$ cat config.mk
export PLATFORM = sky130hd
export DESIGN_NAME = prog_exec_ctrl
export DESIGN_NICKNAME = d
export VERILOG_FILES = /design/src/rtl/prog_exec_ctrl.sv
export SDC_FILE = /design/constraint.sdc
export NUM_CORES = 1
export LEC_CHECK = 0
export BUFFER_PORTS_ARGS = -buffer_cell sky130_fd_sc_hd__buf_4
export CAP_MARGIN = 40
export CORE_UTILIZATION = 40
export DETAILED_ROUTE_END_ITERATION = 8
export MAX_ROUTING_LAYER = met4
export PLACE_DENSITY_LB_ADDON = 0.25
export SLEW_MARGIN = 20
export SYNTH_ARGS = -nofsm -noshare
export SYNTH_HDL_FRONTEND = slang
export SYNTH_SLANG_ARGS = --single-unit
$ cat constraint.sdc
create_clock -name clk -period 2.6 [get_ports clk]
set_input_delay 0.26 -clock clk [delete_from_list [all_inputs] [get_ports clk]]
set_output_delay 0.26 -clock clk [all_outputs]
set_load 0.01 [all_outputs]
$ cat src/rtl/prog_exec_ctrl.sv
// rtl/prog_exec_ctrl.sv - host-command sequencer: instruction load, run/step, PC reset
// Every output is a flop updated on the same edge that moves the FSM.
module prog_exec_ctrl #(
  parameter int RUN_TIMEOUT = 1024,
  parameter int MAX_WORDS   = 64
) (
  input  logic        clk,
  input  logic        reset,
  input  logic [7:0]  rx_data,
  input  logic        rx_valid,
  output logic        rx_ready,
  input  logic        halt_detect,
  output logic        imem_wr_en,
  output logic [7:0]  imem_wr_addr,
  output logic [31:0] imem_wr_data,
  output logic        pc_write_en,
  output logic        cpu_clk_en,
  output logic        busy,
  output logic        done,
  output logic        err
);

  localparam int WCW = $clog2(MAX_WORDS + 1);
  localparam int TW  = $clog2(RUN_TIMEOUT + 1);

  typedef enum logic [2:0] {IDLE, LOAD_LEN, LOAD_DATA, WRITE, RUN, STEP, PCRST} state_t;

  state_t         state;
  logic [WCW-1:0] word_cnt;
  logic [1:0]     byte_cnt;
  logic [7:0]     addr;
  logic [23:0]    word_buf;
  logic [TW-1:0]  wd_cnt;
  logic           accept;

  assign accept = rx_valid && rx_ready;

  always_ff @(posedge clk) begin
    if (reset) begin
      state        <= IDLE;
      rx_ready     <= 1'b0;
      imem_wr_en   <= 1'b0;
      imem_wr_addr <= '0;
      imem_wr_data <= '0;
      pc_write_en  <= 1'b0;
      cpu_clk_en   <= 1'b0;
      busy         <= 1'b0;
      done         <= 1'b0;
      err          <= 1'b0;
      word_cnt     <= '0;
      byte_cnt     <= '0;
      addr         <= '0;
      word_buf     <= '0;
      wd_cnt       <= '0;
    end else begin
      done       <= 1'b0;
      err        <= 1'b0;
      imem_wr_en <= 1'b0;
      case (state)
        IDLE: begin
          rx_ready <= 1'b1;
          if (accept) begin
            case (rx_data)
              8'h4C: begin
                state       <= LOAD_LEN;
                busy        <= 1'b1;
                pc_write_en <= 1'b1;
              end
              8'h43: begin
                state      <= RUN;
                busy       <= 1'b1;
                cpu_clk_en <= 1'b1;
                wd_cnt     <= '0;
              end
              8'h53: begin
                state      <= STEP;
                busy       <= 1'b1;
                cpu_clk_en <= 1'b1;
                rx_ready   <= 1'b0;
              end
              8'h52: begin
                state       <= PCRST;
                busy        <= 1'b1;
                pc_write_en <= 1'b1;
                rx_ready    <= 1'b0;
              end
              default: err <= 1'b1;
            endcase
          end
        end
        LOAD_LEN: begin
          if (accept) begin
            if (rx_data == 8'h00 || int'(rx_data) > MAX_WORDS) begin
              state       <= IDLE;
              busy        <= 1'b0;
              pc_write_en <= 1'b0;
              err         <= 1'b1;
            end else begin
              state    <= LOAD_DATA;
              word_cnt <= WCW'(rx_data);
              addr     <= '0;
              byte_cnt <= '0;
            end
          end
        end
        LOAD_DATA: begin
          if (accept) begin
            if (byte_cnt == 2'd3) begin
              state        <= WRITE;
              rx_ready     <= 1'b0;
              imem_wr_en   <= 1'b1;
              imem_wr_addr <= addr;
              imem_wr_data <= {word_buf, rx_data};
            end else begin
              word_buf <= {word_buf[15:0], rx_data};
              byte_cnt <= byte_cnt + 2'd1;
            end
          end
        end
        WRITE: begin
          addr     <= addr + 8'd4;
          word_cnt <= word_cnt - WCW'(1);
          byte_cnt <= '0;
          word_buf <= '0;
          rx_ready <= 1'b1;
          if (word_cnt == WCW'(1)) begin
            state       <= IDLE;
            busy        <= 1'b0;
            pc_write_en <= 1'b0;
            done        <= 1'b1;
          end else begin
            state <= LOAD_DATA;
          end
        end
        RUN: begin
          // Halt wins over a same-cycle 'H' abort, which wins over watchdog expiry.
          if (halt_detect || (accept && rx_data == 8'h48) || wd_cnt == TW'(RUN_TIMEOUT - 1)) begin
            state      <= IDLE;
            busy       <= 1'b0;
            cpu_clk_en <= 1'b0;
            done       <= halt_detect;
            err        <= !halt_detect && !(accept && rx_data == 8'h48);
          end else begin
            wd_cnt <= wd_cnt + TW'(1);
          end
        end
        STEP, PCRST: begin
          state       <= IDLE;
          busy        <= 1'b0;
          cpu_clk_en  <= 1'b0;
          pc_write_en <= 1'b0;
          rx_ready    <= 1'b1;
          done        <= 1'b1;
        end
        default: begin
          state    <= IDLE;
          busy     <= 1'b0;
          rx_ready <= 1'b1;
        end
      endcase
    end
  end

endmodule

Yosys cells after proc, flatten, opt, wreduce, memory -nomap -nowiden
Index checks and enable logic that the tools add are counted.
{"block": "word_totals", "wordCells": 140, "inputBits": 12, "out_inout_bits": 47, "regBits": 102}
{"block": "op_classes", "n_addsub": 4, "n_reduce_logical": 33, "eq_ne": 29, "n_mux": 55, "bitwise": 3, "magnitude_cmp": 1}
{"operator": "$mux 24", "n": 2}
{"operator": "$pmux 24 s2", "n": 1}
{"operator": "$eq 8x7->1 const B", "n": 5}
{"operator": "$mux 11", "n": 3}
{"operator": "$ne 2x2->1 const B", "n": 13}
{"operator": "$mux 1", "n": 22}
{"operator": "$pmux 11 s2", "n": 1}
{"operator": "$mux 8", "n": 2}
{"operator": "$pmux 8 s2", "n": 1}
{"operator": "$mux 3", "n": 5}
{"operator": "$pmux 3 s5", "n": 1}
{"operator": "$mux 7", "n": 2}
{"operator": "$pmux 7 s2", "n": 1}
{"operator": "$mux 2", "n": 6}
{"operator": "$pmux 1 s3", "n": 4}
{"operator": "$pmux 3 s4", "n": 1}
{"operator": "$reduce_and 3->1", "n": 4}
{"operator": "$reduce_and 6->1", "n": 2}
{"operator": "$add 11x1->11 const B", "n": 1}
{"operator": "$eq 11x10->1 const B", "n": 1}
{"operator": "$reduce_or 2->1", "n": 5}
{"operator": "$eq 3x3->1 const B", "n": 3}
{"operator": "$add 8x3->8 const B", "n": 1}
{"operator": "$gt 8x7->1 const B", "n": 1}
{"operator": "25 further kinds", "n": 37}

Longest topological paths before layout
{"block": "logic_depth", "ltp_word": 6, "depth_mapped": 9, "ltp_nobuf": 8}

Least setup slack after synthesis
OpenSTA, ideal clock, no wires.
{"block": "synth_path", "path_type": "register -> register", "start": "register state[0]", "end": "register wd_cnt[6]", "period_less_slack_ns": 2.149, "setup_ns": 0.070, "n_path_buf": 3, "setup_slack_ns": 0.451, "arrival_time_ns": 2.079, "t_required_ns": 2.530, "stages_incl_launch_ff": 10, "cell_sequence": "dfxtp_1 buf_6 or3b_1 buf_6 a311oi_4 nand2b_4 o21a_1 buf_6 or4_1 a21oi_1"}
{"block": "synth_between", "elab_chain_cells": 3, "word_cells_on_any_way": 8, "classes_between": "eq/ne (4); mux (1); reduce/logical (3)"}
{"item": "start, declared", "line_no": "28", "source": "state_t state;"}
{"item": "start signal, assigned", "line_no": "40", "source": "state <= IDLE;"}
{"item": "start signal, assigned", "line_no": "65", "source": "state <= LOAD_LEN;"}
{"item": "start signal, assigned", "line_no": "70", "source": "state <= RUN;"}
{"item": "$eq 3x3->1 / $logic_not 3->1 (equally long branches)", "line_no": "59", "source": "case (state)"}
{"item": "$ne 2x2->1 (no source line) (tied with other cells)"}
{"item": "$reduce_and 4->1 (no source line)"}
{"item": "end signal, assigned", "line_no": "144", "source": "wd_cnt <= wd_cnt + TW'(1);"}
{"item": "end, declared", "line_no": "33", "source": "logic [TW-1:0] wd_cnt;"}
Parallel ways exist; a longest one is shown, timed or not.
A chain may end at the register's enable or synchronous reset.

Final worst setup path
{"block": "layout_path", "start": "register state[2]", "end": "register wd_cnt[6]"}
The elaborated chain is that of the path after synthesis.

==> results.md <==
* Max Slew Vio Count at 0
* Combinational power share at 3.8%
* Setup violators final at 0
* Arr. time, crit path at 2.50 ns
* Clock Pin Slew Worst Setup and Hold Paths at 0.11 ns
* Die span in y at 106 um
* Area growth syn-to-layout at 17.9%
* Largest net degree at the start of global routing at 85
* Cells after synthesis at 563
* Hpwl dp at 7380 um
* Vias at 4010
* CP Data Required Time at 2.90 ns
* Core area at 10400 um^2
* Starting density of the core at 41.5%
* Proportion of layout cells with a drive suffix above 1 at 16.3%
* Cts hold-fix bufs at 0
* Status: finished clean
* # rows at 37
* Max VDD drop at 311 uV
* N_diodes at 0
* Inserted Clock Buffers at 9
* Synth area leaders: dfxtp_1 45%, nand2_1 11%, a21oi_1 9.6%, nor2_1 4.4%, nand3_1 4.0%
* Period Utilization, post-route at 84.5%
* Mapped Avg Cell Area at 7.68 um^2
* Clock buffer depth at 2
* Clock network power share at 37.9%
* Max cap viols at 0
* Seq pwr share at 58.3%
* Max Clk Rate at 0.455 GHz
* GR Util met1 at 28.2%
* Final wirelength at 10700 um
* Die X-Extent at 106 um
* GR Util met2 at 30.0%
* Total number of H-tree levels at 3
* Dominant cell type by area after synthesis: dfxtp_1
* Final ANT Viol Nets at 0
* Boundary pin count at 59
* Slew @ Worst Pin at 0.679 ns
* Post-synth EDFFs at 0
* Syn. warnings at 0
* Total track usage at 20.2%
* Tightest Hold Check Type: in -> reg
* CTS tree: done
* Nets at 626
* Vias in the first global route at 3572
* Detail-routed via count per cell at 5.35
* Commonest cells after routing, fill and taps aside: 125 x nand2_1, 98 x dfxtp_1, 83 x a21oi_1
* Switch Pwr at 0.000648 W
* Routed len/inst at 14.3 um
* Synthesized flop and latch total at 98
* Largest fanout on the critical path at 10
* DRC at 0
* Prevailing post-synth register cell: dfxtp_1
* TritonRoute pass-1 iters at 4
* Post-CTS Repair Setup Buffers at 0
* Sw frac at 25.1%
* HP Start: rx_data[6]
* Share of the synthesized area in the top cell type at 45.3%
* Clk sinks at 98
* Fin util at 49.0%
* Leak pwr at 1.87 nW
* CTS resizes at 0
* Number of port buffers at 56
* DRT iter0 DRCs at 249
* Fillers at 1069
* Critical R2R Launch: state[2]
* Antenna violations before repair at 0
* GRT busiest layer: met2
* RePlAce Congestion at 0.898
* Worst Setup End Kind: flop
* Cell variety after synth at 52
* Hold Vio Cnt, Final at 0
* PD cells at 506 nW/um^2
* Global-route wire length before repair at 17800 um
* Synthesized area at 4330 um^2
* Final global-route overflow total at 0
* FFs w/ async S/R, synth at 0%
* RSZ-0062 raised after global routing: false
* Fin Clk Skew at 0.0118 ns
* Die area at 11200 um^2
* Setup TNS at 0 ns
* Internal at 0.00193 W
* Crit path kind: reg -> reg
* Post-layout min period at 2.20 ns
* Worst-skew pair later-pin latency at 0.36 ns
* Met3 GRT Util at 2.45%
* Seq/Total Area, Yosys at 45.3%
* CP startpoint: state[2]
* Startpoint Class: flop
* Root buf cell: clkbuf_8
* Commonest non-fill, non-tap cell in the layout: nand2_1
* Rel. slew slack at 54.4%
[cell families (layout without fill, tap and decap cells)]
| logic type | Yosys count | in the layout | share of synthesized area, % |
|---|---|---|---|
| adder cells (fa/ha/maj) | 5 | 5 | 1.45 |
| flip-flops | 98 | 98 | 45.3 |
| multiplexers | 5 | 5 | 1.16 |
| AND/OR/NAND/NOR | 259 | 259 | 27.0 |
| XOR/XNOR | 4 | 4 | 0.810 |
| buffers and inverters | 49 | 99 | 5.00 |
| AO/OA/AOI/OAI | 142 | 142 | 19.1 |
| other | 1 | 2 | 0.0867 |
[worst paths after layout]
path	cells past startpoint	slack, ns	to
worst min register to register	2	0.46	imem_wr_data[24]
worst max register to register	6	0.40	wd_cnt[6]
worst min-delay path	3	0.19	imem_wr_data[6]
worst max-delay path	6	0.40	wd_cnt[6]
[layer usage]
layer / share of wire (%) / vias to the layer above
li1: - / 2026
met1: 50 / 1883
met2: 45 / 87
met3: 3.8 / 14
met4: 1.8 / 0
met5: 0 / -
[synth_stat cells, types with 2 or more instances]
cell      instances
a311oi_1          5
ha_1              5
mux2i_1           5
xnor2_1           3
o21ai_0          23
buf_6             3
a22oi_1           4
a21oi_1          83
and2_1            5
or2_2             2
nor3b_1           2
a21o_1            3
nand2_1         125
nor2_1           51
nand3b_1          3
o21a_1            3
clkbuf_1         33
nand3_1          35
or3_1             2
buf_2             2
buf_4             2
a31oi_1           7
nand4_1           4
dfxtp_1          98
o22ai_1           3
buf_1             2
nor4_1            4
inv_1             7
nor3_1            6
nor2b_1           4
and3_1            8
[flip-flops by register name (all words and copies together) (netlist names), 2 cells and up]
name,cells
state,3
word_buf,24
byte_cnt,2
wd_cnt,11
imem_wr_data,32
imem_wr_addr,6
word_cnt,7
addr,6
[final cells by class]
type                       count  area [um^2]  share of cell area [%]
clock buffer                  10          138                    2.70
timing repair buffer          76          591                    11.6
sequential                    98         1960                    38.5
clock inverter                 6         60.1                    1.18
multi-input combinational    417         2150                    42.2
tap                          136          170                    3.34
inverter                       7         26.3                   0.515
[critical path: stages (launching register included)]
cell and delay [ns]:
dfxtp_1 0.44, or3b_1 0.44, a311oi_4 0.36, nand2b_4 0.12, o21a_1 0.22, or4_1 0.43, a21oi_1 0.12
[power groups by stage]
stage	registers (W)	clock network (W)	logic, W
3_3_place_gp	0.00154	0	0.0000924
2_1_floorplan	0.00154	0	0.0000522
5_1_grt	0.00150	0.00108	0.000105
4_1_cts	0.00150	0.00100	0.0000921
6_report	0.00150	0.000978	0.0000975
3_5_place_dp	0.00154	0	0.0000919
[stage by stage]
step           instances  cell area (um^2)  hold WS, ns  total power [W]  setup WS [ns]
6_report             750              5100        0.195          0.00258          0.403
5_1_grt              750              5100        0.177          0.00269          0.225
4_1_cts              749              5070        0.180          0.00260          0.397
3_5_place_dp         733              4880        0.446          0.00163          0.427
3_3_place_gp         733              4880        0.443          0.00163          0.452
2_1_floorplan        564              4330        0.396          0.00159          0.451
Note: power is estimated with default switching activity, not from simulation.
